===== src/rtl/lstm_gate_scheduler_pkg.sv =====
// Shared definitions for the LSTM gate scheduler.
//   log2         - ceiling log2, used to size counters
//   bitwidth/lw  - fixed-point word width and packed result-vector width
//   state_t      - scheduler FSM encoding
//   GATE_*       - gate index constants
//   next_gate    - lowest enabled gate at or above a start index
package lstm_gate_scheduler_pkg;

    function automatic int log2(input int v);
        int r;
        for (r = 0; (1 << r) < v; r++) begin
        end
        return r;
    endfunction

    function automatic int bitwidth(input int qn, input int qm);
        return qn + qm + 1;
    endfunction

    function automatic int lw(input int nrow, input int qn, input int qm);
        return bitwidth(qn, qm) * nrow;
    endfunction

    typedef enum logic [1:0] {
        S_IDLE = 2'd0,
        S_RUN  = 2'd1,
        S_EMIT = 2'd2,
        S_ERR  = 2'd3
    } state_t;

    localparam logic [1:0] GATE_I = 2'd0;
    localparam logic [1:0] GATE_F = 2'd1;
    localparam logic [1:0] GATE_C = 2'd2;
    localparam logic [1:0] GATE_O = 2'd3;

    // Returned by next_gate when no enabled gate remains.
    localparam logic [2:0] NO_GATE = 3'd4;

    // Scanning downward leaves the lowest qualifying gate as the result.
    function automatic logic [2:0] next_gate(input logic [3:0] mask, input logic [2:0] from);
        logic [2:0] r;
        r = NO_GATE;
        for (int g = 3; g >= 0; g--) begin
            if (3'(g) >= from && mask[g]) r = 3'(g);
        end
        return r;
    endfunction

endpackage


===== src/rtl/lstm_gate_scheduler_watchdog.sv =====
// sched_watchdog: counts enabled cycles and flags expiry on the cycle in
// which the TIMEOUT-th enabled cycle elapses.
//   clk, reset - clock, synchronous active-high reset
//   clear      - zero the count
//   en         - count this cycle
//   expired    - TIMEOUT enabled cycles have elapsed (including this one)
module sched_watchdog
    import lstm_gate_scheduler_pkg::*;
#(
    parameter int TIMEOUT = 64
) (
    input  logic clk,
    input  logic reset,
    input  logic clear,
    input  logic en,
    output logic expired
);
    localparam int CW = log2(TIMEOUT + 1);

    logic [CW-1:0] count;

    always_ff @(posedge clk) begin
        if (reset || clear) count <= '0;
        else if (en)        count <= count + CW'(1);
    end

    assign expired = en && (count == CW'(TIMEOUT - 1));
endmodule


===== src/rtl/lstm_gate_scheduler.sv =====
// lstm_gate_scheduler: runs one shared mat-vec engine over the enabled LSTM
// gates, W.x then U.h per gate, and hands each result downstream.
//   clk, reset            - clock, synchronous active-high reset
//   start, gate_en        - begin a sequence over the enabled gates
//   busy, done, err       - status; done pulses once per sequence
//   eng_rst, eng_done,
//   eng_result            - engine control / completion / output vector
//   sel_gate, sel_op      - weight/operand select for the current job
//   res_valid, res_ready,
//   res_data, res_gate,
//   res_op                - captured result with valid/ready handshake
module lstm_gate_scheduler
    import lstm_gate_scheduler_pkg::*;
#(
    parameter int NROW          = 16,
    parameter int NCOL          = 16,
    parameter int QN            = 6,
    parameter int QM            = 11,
    parameter int DSP48_PER_ROW = 2,
    parameter int TIMEOUT       = 2 * NCOL * DSP48_PER_ROW
) (
    input  logic                        clk,
    input  logic                        reset,
    input  logic                        start,
    input  logic [3:0]                  gate_en,
    output logic                        busy,
    output logic                        done,
    output logic                        err,
    output logic                        eng_rst,
    input  logic                        eng_done,
    input  logic [lw(NROW,QN,QM)-1:0]   eng_result,
    output logic [1:0]                  sel_gate,
    output logic                        sel_op,
    output logic                        res_valid,
    input  logic                        res_ready,
    output logic [lw(NROW,QN,QM)-1:0]   res_data,
    output logic [1:0]                  res_gate,
    output logic                        res_op
);
    state_t     state, state_n;
    logic [3:0] mask;
    logic       zero_done, zero_done_n;
    logic [2:0] nxt;
    logic       last_job;
    logic       expired;

    sched_watchdog #(.TIMEOUT(TIMEOUT)) u_wdog (
        .clk     (clk),
        .reset   (reset),
        .clear   (state != S_RUN),
        .en      (state == S_RUN),
        .expired (expired)
    );

    // Gate following the current one; the job is last once op 1 is done
    // and no higher gate is enabled.
    assign nxt      = next_gate(mask, 3'({1'b0, sel_gate}) + 3'd1);
    assign last_job = sel_op && (nxt == NO_GATE);

    always_ff @(posedge clk) begin
        if (reset) state <= S_IDLE;
        else       state <= state_n;
    end

    always_comb begin
        state_n     = state;
        zero_done_n = 1'b0;
        unique case (state)
            S_IDLE, S_ERR: begin
                if (start) begin
                    if (gate_en == 4'd0) begin
                        state_n     = S_IDLE;
                        zero_done_n = 1'b1;
                    end else begin
                        state_n = S_RUN;
                    end
                end
            end
            // Completion wins over a coincident watchdog expiry.
            S_RUN: begin
                if (eng_done)     state_n = S_EMIT;
                else if (expired) state_n = S_ERR;
            end
            S_EMIT: begin
                if (res_ready) state_n = last_job ? S_IDLE : S_RUN;
            end
            default: state_n = S_IDLE;
        endcase
    end

    always_ff @(posedge clk) begin
        if (reset) begin
            mask      <= '0;
            zero_done <= 1'b0;
            sel_gate  <= '0;
            sel_op    <= 1'b0;
            res_data  <= '0;
            res_gate  <= '0;
            res_op    <= 1'b0;
        end else begin
            zero_done <= zero_done_n;
            unique case (state)
                S_IDLE, S_ERR: begin
                    if (start) begin
                        mask     <= gate_en;
                        sel_gate <= 2'(next_gate(gate_en, 3'd0));
                        sel_op   <= 1'b0;
                    end
                end
                S_RUN: begin
                    if (eng_done) begin
                        res_data <= eng_result;
                        res_gate <= sel_gate;
                        res_op   <= sel_op;
                    end
                end
                S_EMIT: begin
                    if (res_ready && !last_job) begin
                        if (!sel_op) begin
                            sel_op <= 1'b1;
                        end else begin
                            sel_op   <= 1'b0;
                            sel_gate <= 2'(nxt);
                        end
                    end
                end
                default: ;
            endcase
        end
    end

    assign busy      = (state == S_RUN) || (state == S_EMIT);
    assign err       = (state == S_ERR);
    assign eng_rst   = (state != S_RUN);
    assign res_valid = (state == S_EMIT);
    // Sequence completion lands in the final handshake cycle; an empty mask
    // reports one cycle after start.
    assign done      = zero_done || (res_valid && res_ready && last_job);
endmodule


===== config.mk =====
export PLATFORM = sky130hd
export DESIGN_NAME = lstm_gate_scheduler
export DESIGN_NICKNAME = d
export VERILOG_FILES = /design/src/rtl/lstm_gate_scheduler_pkg.sv /design/src/rtl/lstm_gate_scheduler_watchdog.sv /design/src/rtl/lstm_gate_scheduler.sv
export SDC_FILE = /design/constraint.sdc
export NUM_CORES = 1
export LEC_CHECK = 0
export ABC_CLOCK_PERIOD_IN_PS = 2180
export BUFFER_PORTS_ARGS = -buffer_cell sky130_fd_sc_hd__buf_2
export CAP_MARGIN = 20
export CORE_AREA = 2 2 235 237
export CTS_BUF_LIST = sky130_fd_sc_hd__clkbuf_8
export DETAILED_ROUTE_END_ITERATION = 6
export DIE_AREA = 0 0 237 239
export SETUP_SLACK_MARGIN = 0.15
export SLEW_MARGIN = 20
export SYNTH_ARGS = -nofsm -noshare
export SYNTH_HDL_FRONTEND = slang
export SYNTH_SLANG_ARGS = --single-unit
export TNS_END_PERCENT = 10

===== constraint.sdc =====
create_clock -name clk -period 2.18 [get_ports clk]
set_input_delay 0.109 -clock clk [delete_from_list [all_inputs] [get_ports clk]]
set_output_delay 0.109 -clock clk [all_outputs]
set_load 0.01 [all_outputs]

==> results of run 1 <==
==> critical path, cell delays in order, from the launching register on <==
cell	delay, ns
dfxtp_1	0.32
nor2b_2	0.15
o21bai_1	0.20
and3_1	0.22
a31o_2	0.15
buf_2	0.17
==> how the worst min path moves through the flow <==
stage / startpoint / to / depth (start not counted)
2_1_floorplan: eng_result[0] / res_data[0] / 2
3_3_place_gp: eng_result[73] / res_data[73] / 3
3_5_place_dp: eng_result[285] / res_data[285] / 3
4_1_cts: eng_result[262] / res_data[262] / 4
5_1_grt: eng_result[103] / res_data[103] / 4
6_report: eng_result[103] / res_data[103] / 4
==> power by group through the flow <==
stage	sequential [W]	clock (W)	combinational, W
2_1_floorplan	0.00694	0	0.00165
3_3_place_gp	0.00665	0	0.00356
3_5_place_dp	0.00667	0	0.00355
4_1_cts	0.00655	0.00569	0.00403
5_1_grt	0.00664	0.00596	0.00453
6_report	0.00656	0.00549	0.00415
==> state kept, by name (all words and copies together), names as in the netlist <==
signal / flops
res_op: 1
sel_gate: 2
res_gate: 2
state: 2
zero_done: 1
res_data: 288
u_wdog.count: 7
mask: 3
sel_op: 1
==> cells by family (layout without fill, tap and decap cells) <==
logic type,after synthesis,after routing,share of synthesized area
adder cells (fa/ha/maj),4,4,0.004661
other,0,2,0
flip-flops,307,307,0.5724
AND/OR/NAND/NOR,627,627,0.2249
AO/OA/AOI/OAI,316,316,0.1518
buffers and inverters,108,1059,0.04300
XOR/XNOR,4,4,0.003263
==> metrics by stage <==
stage          total power (W)  setup WS, ns
2_1_floorplan         0.008593        0.4954
3_3_place_gp           0.01020        0.4403
3_5_place_dp           0.01022        0.3972
4_1_cts                0.01627        0.1642
5_1_grt                0.01714        0.1028
6_report               0.01620        0.2563
==> cell usage after synthesis, types with 2 or more instances <==
cell and count:
nand2_1 594, dfxtp_1 307, a21oi_1 299, clkbuf_1 64
buf_2 32, inv_1 9, nor2_1 8, nand3_1 7
ha_1 4, o21ai_0 4, and3_1 3, nand4_1 3
a31oi_1 2, buf_6 2, nand2b_1 2, nor3_1 2
o31ai_1 2, xnor2_1 2, xor2_1 2
==> layer usage <==
metal	GRT usage	vias to the layer above
met1	0.1516	5735
li1	-	6237
met3	0.04296	119
met5	0	-
met4	0.06540	0
met2	0.2316	502
==> layout make-up <==
| type | instances | area, um^2 | area share |
|---|---|---|---|
| timing repair buffer | 952 | 6601 | 0.3487 |
| clock inverter | 33 | 216.5 | 0.01143 |
| multi-input combinational | 951 | 4150 | 0.2192 |
| tap | 704 | 880.8 | 0.04653 |
| sequential | 307 | 6150 | 0.3248 |
| antenna | 2 | 5.005 | 0.0002644 |
| clock buffer | 65 | 894.6 | 0.04725 |
| inverter | 9 | 33.78 | 0.001784 |
==> repair_timing <==
action / 4_1_cts / 5_1_grt
resized for setup: 2 / 3
gates cloned: 0 / 2
setup buffers: 1 / 2
hold buffers: 309 / 0
endpoints found under the setup margin: 1 / 11
pin swaps: 1 / 2
hold endpoints to repair: 296 / 0
==> cell usage in the layout (no fill, tap or decap), types with 7 or more instances in the layout <==
master | Yosys | final
buf_4 | 0 | 36
dlygate4sd3_1 | 0 | 309
nor2_1 | 8 | 7
nand2_1 | 594 | 592
buf_12 | 0 | 10
dfxtp_1 | 307 | 304
nand3_1 | 7 | 7
buf_2 | 32 | 594
clkbuf_8 | 0 | 65
a21oi_1 | 299 | 299
inv_1 | 9 | 33
==> impl_metrics.json, run 1 <==
{
  "slew_headroom": 0.7225,
  "ir_drop_mv": 0.4442,
  "vias": 12590,
  "syn_to_final_growth_pct": 76.31,
  "drt-met1-wl_um": 16940,
  "wire_per_inst_um": 14.05,
  "fin_util": 0.3484,
  "worstPathRequired_ns": 2.07,
  "min-delay-path-class": "in2reg",
  "timing.final.crit_share": 0.8824,
  "clk-insertion-delay-late_ns": 0.62,
  "critPathKind": "reg2out",
  "nets": 2577,
  "seq_area_frac_synth": 0.5724,
  "ys_warn_count": 0,
  "vias_per_cell": 4.166,
  "startpoint": "mask[1]",
  "met3_length_um": 3216,
  "maxSlewViolCount": 0,
  "clock_path_buffers": 3,
  "ys_ff_latch": 307,
  "comb_power_share": 0.256,
  "groute.usage.overall": 0.1350,
  "ys.flop_type": "dfxtp_1",
  "num_io_pins": 596,
  "ys_types": 37,
  "drive_above_1_share": 0.3146,
  "cts_made_buffers": 55,
  "hold_viol_final": 0,
  "drv_cap": 0,
  "netlist_area_um2": 10740,
  "first_global_vias": 12220,
  "cts-root-buf": "clkbuf_8",
  "drcViolationCount": 0,
  "cts_tree": "yes",
  "worst_hold_slack_ns": 0.2696,
  "fill_cells": 5492,
  "worst_setup_path_end_kind": "primary output",
  "antenna_found_initial": 4,
  "tightest_slew_ns": 0.4162,
  "grt_pass1_wl_um": 62530,
  "p_sw_w": 0.005102,
  "drt_iter0_markers": 495,
  "status": "finished clean",
  "grt-ovfl-total": 0,
  "max_freq_mhz": 519.8,
  "postPlaceCellArea_um2": 14640,
  "synth_edf_count": 0,
  "synthCells": 1366,
  "arrival_ns": 1.81,
  "synth_top_cell_by_area": "dfxtp_1",
  "final_cells": 3023,
  "powerDensity_nw_per_um2": 855.6,
  "start_kind": "flip-flop",
  "dieHeight_um": 239,
  "r2r_end": "zero_done",
  "crit_fanout": 3,
  "gp_congestion": 0.8030,
  "finalSetupViolCount": 0,
  "synth_top_area_share": 0.5724,
  "dp_hpwl_um": 26470,
  "num_rows": 86,
  "synthTopCellsByArea": "dfxtp_1 57%, nand2_1 21%, a21oi_1 14%",
  "p_sw_frac": 0.3150,
  "htree_levels": 2,
  "grt_max_degree": 83,
  "first_pass_iters": 5,
  "synthArstFlopShare": 0,
  "timing.final.crit_period_ns": 1.924,
  "io_buffers": 595,
  "dp.cells": 2609,
  "cp-endpoint": "done",
  "pwr-share-clk": 0.339,
  "top_layer": "met4",
  "final.setup.tns_ns": 0,
  "die_area_um2": 56640,
  "core_area_um2": 54340,
  "totalWireLength_um": 42460,
  "clk_pin_slew_ns": 0.06,
  "final_area_um2": 18930,
  "syn-num-nets": 1667,
  "p_leak_nw": 8.509,
  "ant_nets": 0,
  "start_util": 0.1976,
  "r2r_cells": 6,
  "rsz0062_at_grt": "true",
  "worst-r2r-setup-slack_ns": 0.29,
  "r2r-start": "state[0]",
  "route.met2.wl_um": 20670,
  "cts.sink_count": 307,
  "fp.dieW_um": 237,
  "p_int_w": 0.01110,
  "seqPwrFrac": 0.405,
  "finClkSkew_ns": 0.03170,
  "avgSynthCellArea_um2": 7.861
}
Power figures use the tool's default switching activity.
==> inputs of run 2 (changes only) <==
--- a/config.mk
+++ b/config.mk
@@ -5,13 +5,13 @@
 export SDC_FILE = /design/constraint.sdc
 export NUM_CORES = 1
 export LEC_CHECK = 0
-export ABC_CLOCK_PERIOD_IN_PS = 2180
 export BUFFER_PORTS_ARGS = -buffer_cell sky130_fd_sc_hd__buf_2
 export CAP_MARGIN = 20
 export CORE_AREA = 2 2 235 237
 export CTS_BUF_LIST = sky130_fd_sc_hd__clkbuf_8
 export DETAILED_ROUTE_END_ITERATION = 6
 export DIE_AREA = 0 0 237 239
+export RECOVER_POWER = 25
 export SETUP_SLACK_MARGIN = 0.15
 export SLEW_MARGIN = 20
 export SYNTH_ARGS = -nofsm -noshare
==> impl_metrics.json, run 2 (synthesis results as in run 1) <==
{
  "fin_total_pwr_w": 0.01613,
  "drive_above_1_share": 0.2512,
  "die_area_um2": 56640,
  "start_kind": "flip-flop",
  "critPathKind": "reg2out",
  "ir_drop_mv": 0.4447,
  "layout_commonest_cell": "nand2_1",
  "finClkSkew_ns": 0.03389,
  "mostFrequentLayoutCells": "592 x nand2_1, 448 x buf_2, 309 x dlygate4sd3_1",
  "clk-insertion-delay-late_ns": 0.63,
  "totalWireLength_um": 42540,
  "reg_top3": "res_data x288, u_wdog.count x7, mask x3",
  "io_buffers": 595,
  "drv_cap": 0,
  "htree_levels": 2,
  "start_util": 0.1976,
  "grt_pass1_wl_um": 62530,
  "slew_headroom": 0.7172,
  "core_area_um2": 54340,
  "num_rows": 86,
  "cts.sink_count": 307,
  "arrival_ns": 1.81,
  "first_global_vias": 12220,
  "num_io_pins": 596,
  "nets": 2577,
  "worstPathRequired_ns": 2.07,
  "first_pass_iters": 5,
  "wire_per_inst_um": 14.07,
  "cts_made_buffers": 55,
  "grt-ovfl-total": 0,
  "maxSlewViolCount": 0,
  "max_freq_mhz": 521.2,
  "vias": 12550,
  "clk_pin_slew_ns": 0.06,
  "timing.final.crit_period_ns": 1.919,
  "p_leak_nw": 7.883,
  "timing.final.crit_share": 0.8801,
  "cts_tree": "yes",
  "min-delay-path-class": "in2reg",
  "final.setup.tns_ns": 0,
  "gp_congestion": 0.8030,
  "tightest_slew_ns": 0.4243,
  "largest_reg_flops": 288,
  "ant_nets": 0,
  "fp.dieW_um": 237,
  "antenna_found_initial": 4,
  "status": "finished clean",
  "worst_hold_slack_ns": 0.2693,
  "rsz0062_at_grt": "true",
  "powerDensity_nw_per_um2": 860.2,
  "hold_viol_final": 0,
  "cts-root-buf": "clkbuf_8",
  "grt_max_degree": 83,
  "syn_to_final_growth_pct": 74.60,
  "groute.usage.overall": 0.1350,
  "drt_iter0_markers": 557,
  "clock_path_buffers": 3,
  "regMostFlops": "res_data",
  "worst-r2r-setup-slack_ns": 0.28,
  "worst_setup_path_end_kind": "primary output",
  "dp_hpwl_um": 26470,
  "finalSetupViolCount": 0,
  "crit_fanout": 3,
  "drcViolationCount": 0,
  "vias_per_cell": 4.153,
  "dieHeight_um": 239
}
run 2: cell count changes in the layout (fill, tap and decap cells not counted), sizes merged:
cell	before	now
clkbuf	67	213
buf	641	495
run 2: area by class of cell:
class                           count  area (um^2)
Fill cell                        5565        35590
Inverter                            9        33.78
Multi-Input combinational cell    951         4150
Tap cell                          704        880.8
Clock inverter                     33        216.5
Timing Repair Buffer              952         6419
Sequential cell                   307         6148
Clock buffer                       65        894.6
Antenna cell                        2        5.005
run 2: path summary, 6_finish.rpt:
path | startpoint | to | cells past startpoint
setup / recovery | mask[1] | done | 5
setup reg to reg | state[1] | res_data[115] | 8
hold / removal | eng_result[103] | res_data[103] | 4
hold reg to reg | u_wdog.count[0] | u_wdog.count[0] | 1
run 2: per-stage QoR:
step	std cells	utilization	instance area, um^2	worst slack [ns]
after floorplan	1366	-	10740	0.4954
after global placement	2609	0.2694	14640	0.4403
after detailed placement	2609	0.2694	14640	0.3972
after CTS	3017	0.3470	18860	0.1642
after global routing	3023	0.3450	18750	0.1006
final	3023	0.3450	18750	0.2613
run 2: power breakdown:
| part | internal, W | total [W] | switching (W) |
|---|---|---|---|
| combinational | 0.00173 | 0.00408 | 0.00234 |
| clock | 0.00304 | 0.00548 | 0.00244 |
| sequential | 0.00624 | 0.00657 | 0.000327 |
| total | 0.0110 | 0.0161 | 0.00511 |
run 2: routing by layer:
layer  global-route usage  part of all wire
met1               0.1516              0.40
met2               0.2316              0.49
met3              0.04296             0.076
met4              0.06540             0.038
met5                    0                 0
run 2: worst max-delay path: stages (launching register included):
cell	delay (ns)
dfxtp_1	0.32
nor2b_2	0.15
o21bai_1	0.20
and3_1	0.22
a31o_2	0.15
buf_2	0.17
run 2: timing repair:
item,in CTS,in global routing
pin swaps,1,2
resized for setup,2,3
hold endpoints to repair,296,0
buffers inserted,1,2
hold buffers,309,0
cloned,0,2
setup endpoints to repair,1,11
==> inputs of run 3 (changes only) <==
--- a/config.mk
+++ b/config.mk
@@ -7,10 +7,13 @@
 export LEC_CHECK = 0
 export BUFFER_PORTS_ARGS = -buffer_cell sky130_fd_sc_hd__buf_2
 export CAP_MARGIN = 20
+export CELL_PAD_IN_SITES_DETAIL_PLACEMENT = 1
+export CELL_PAD_IN_SITES_GLOBAL_PLACEMENT = 2
 export CORE_AREA = 2 2 235 237
 export CTS_BUF_LIST = sky130_fd_sc_hd__clkbuf_8
 export DETAILED_ROUTE_END_ITERATION = 6
 export DIE_AREA = 0 0 237 239
+export PLACE_DENSITY = 0.73
 export RECOVER_POWER = 25
 export SETUP_SLACK_MARGIN = 0.15
 export SLEW_MARGIN = 20
==> impl_metrics.json, run 3 (synthesis results as in run 1) <==
{
  "antenna_found_initial": 2,
  "grt_busiest_layer": "met2",
  "worst_setup_path_end_kind": "flip-flop",
  "finalSetupViolCount": 0,
  "crit_fanout": 27,
  "vias_per_cell": 4.190,
  "fin_util": 0.3438,
  "grt_max_degree": 86,
  "drive_above_1_share": 0.2537,
  "cts.sink_count": 307,
  "gr-usage-met2": 0.2871,
  "num_rows": 86,
  "grt_pass1_wl_um": 72110,
  "cts_tree": "yes",
  "ant_nets": 0,
  "cp_cell_sequence": "inv_1 -> ha_1 -> buf_4 -> nand2_4 -> buf_12 -> nand2_1 -> a21oi_1 -> dlygate4sd3_1",
  "dieHeight_um": 239,
  "register_area_um2": 6150,
  "tightest_slew_ns": 0.4111,
  "p_leak_nw": 7.805,
  "crit_slowest_cell": "dlygate4sd3_1",
  "regMostFlops": "res_data",
  "largest_reg_flops": 288,
  "min-delay-path-class": "in2reg",
  "multiInputGateArea_um2": 4154,
  "maxSlewViolCount": 0,
  "worstPathRequired_ns": 2.72,
  "start_kind": "flip-flop",
  "first_global_vias": 13440,
  "groute.usage.overall": 0.1586,
  "clk-insertion-delay-late_ns": 0.62,
  "rsz0062_at_grt": "true",
  "layout_commonest_cell": "nand2_1",
  "powerDensity_nw_per_um2": 865.1,
  "hold_viol_final": 0,
  "critPathKind": "reg2reg",
  "drv_cap": 0,
  "finClkSkew_ns": 0.03706,
  "max_freq_mhz": 517.1,
  "num_io_pins": 596,
  "fin_total_pwr_w": 0.01616,
  "drcViolationCount": 0,
  "use_met3": 0.04988,
  "fill_cells": 6703,
  "grt-ovfl-total": 0,
  "use_met1": 0.1724,
  "final.setup.tns_ns": 0,
  "reg_top3": "res_data x288, u_wdog.count x7, mask x3",
  "die_area_um2": 56640,
  "arrival_ns": 2.48,
  "cts-root-buf": "clkbuf_8",
  "core_area_um2": 54340,
  "drt_iter0_markers": 286,
  "fp.dieW_um": 237,
  "slew_headroom": 0.7259,
  "vias": 12640,
  "ir_drop_mv": 0.4819,
  "clock_path_buffers": 3,
  "htree_levels": 2,
  "cts_made_buffers": 58,
  "dp_hpwl_um": 32180,
  "io_buffers": 595,
  "wire_per_inst_um": 15.81,
  "timing.final.crit_period_ns": 1.934,
  "timing.final.crit_share": 0.8872,
  "nets": 2569,
  "mostFrequentLayoutCells": "593 x nand2_1, 448 x buf_2, 305 x dlygate4sd3_1",
  "first_pass_iters": 4,
  "start_util": 0.1976,
  "gp_congestion": 0.7630,
  "syn_to_final_growth_pct": 73.97,
  "totalWireLength_um": 47670,
  "clk_pin_slew_ns": 0.06,
  "cpPeakStageDelay_ns": 0.55,
  "status": "finished clean"
}
-- run 3: changes by cell type in the layout (fill, tap and decap cells not counted), moves of 2 or more --
cell           delta
buf_4             -8
inv_1             -5
clkinv_2          +4
clkinvlp_4        +4
dlygate4sd3_1     -4
clkbuf_8          +3
buf_12            +2
bufinv_16         -2
-- run 3: where the power goes --
part	switching, W	internal [W]
combinational	0.00239	0.00171
sequential	0.000343	0.00624
clock	0.00253	0.00295
total	0.00526	0.0109
-- run 3: worst paths after layout --
path	slack [ns]	start	cells after the start	endpoint
worst max-delay path	0.25	state[1]	8	res_data[261]
worst min-delay path	0.27	eng_result[120]	4	res_data[120]
worst max register to register	0.25	state[1]	8	res_data[261]
worst min register to register	0.45	res_data[91]	2	res_data[91]
-- run 3: metal layers --
layer,vias up,part of all wire
met3,99,0.070
met5,-,0
li1,6218,-
met1,5904,0.40
met2,417,0.50
met4,0,0.031
-- run 3: critical path, delay by kind of cell (launching register included) --
family | cells | cell delay [ns]
buffers and inverters | 4 | 0.97
DFF | 1 | 0.40
and+or+nand+nor | 2 | 0.16
adders and majority gates | 1 | 0.19
AOI/OAI and AO/OA | 1 | 0.13
-- run 3: through the flow --
step	std cells	worst slack, ns	instance area (um^2)	hold slack (ns)
detailed placement	2604	0.3757	14630	0.3559
floorplan	1366	0.4954	10740	0.2450
finish	3016	0.2460	18680	0.2715
global route	3016	0.1171	18680	0.2209
CTS	3011	0.1556	18810	0.1891
global placement	2604	0.4138	14630	0.3489
-- run 3: layout make-up --
class / instances / share of cell area
antenna: 2 / 0.0002679
multi-input combinational: 951 / 0.2224
clock inverter: 34 / 0.01005
tap: 704 / 0.04715
inverter: 9 / 0.001808
sequential: 307 / 0.3292
timing repair buffer: 941 / 0.3390
clock buffer: 68 / 0.05010
-- run 3: repair_timing --
action                                  4_1_cts  5_1_grt
endpoints found under the hold margin       299        0
endpoints found under the setup margin        1        6
cloned                                        0        1
hold buffers                                305        0
pin swaps                                     0        1
gates resized for setup                       2        5
setup buffers                                 0        2
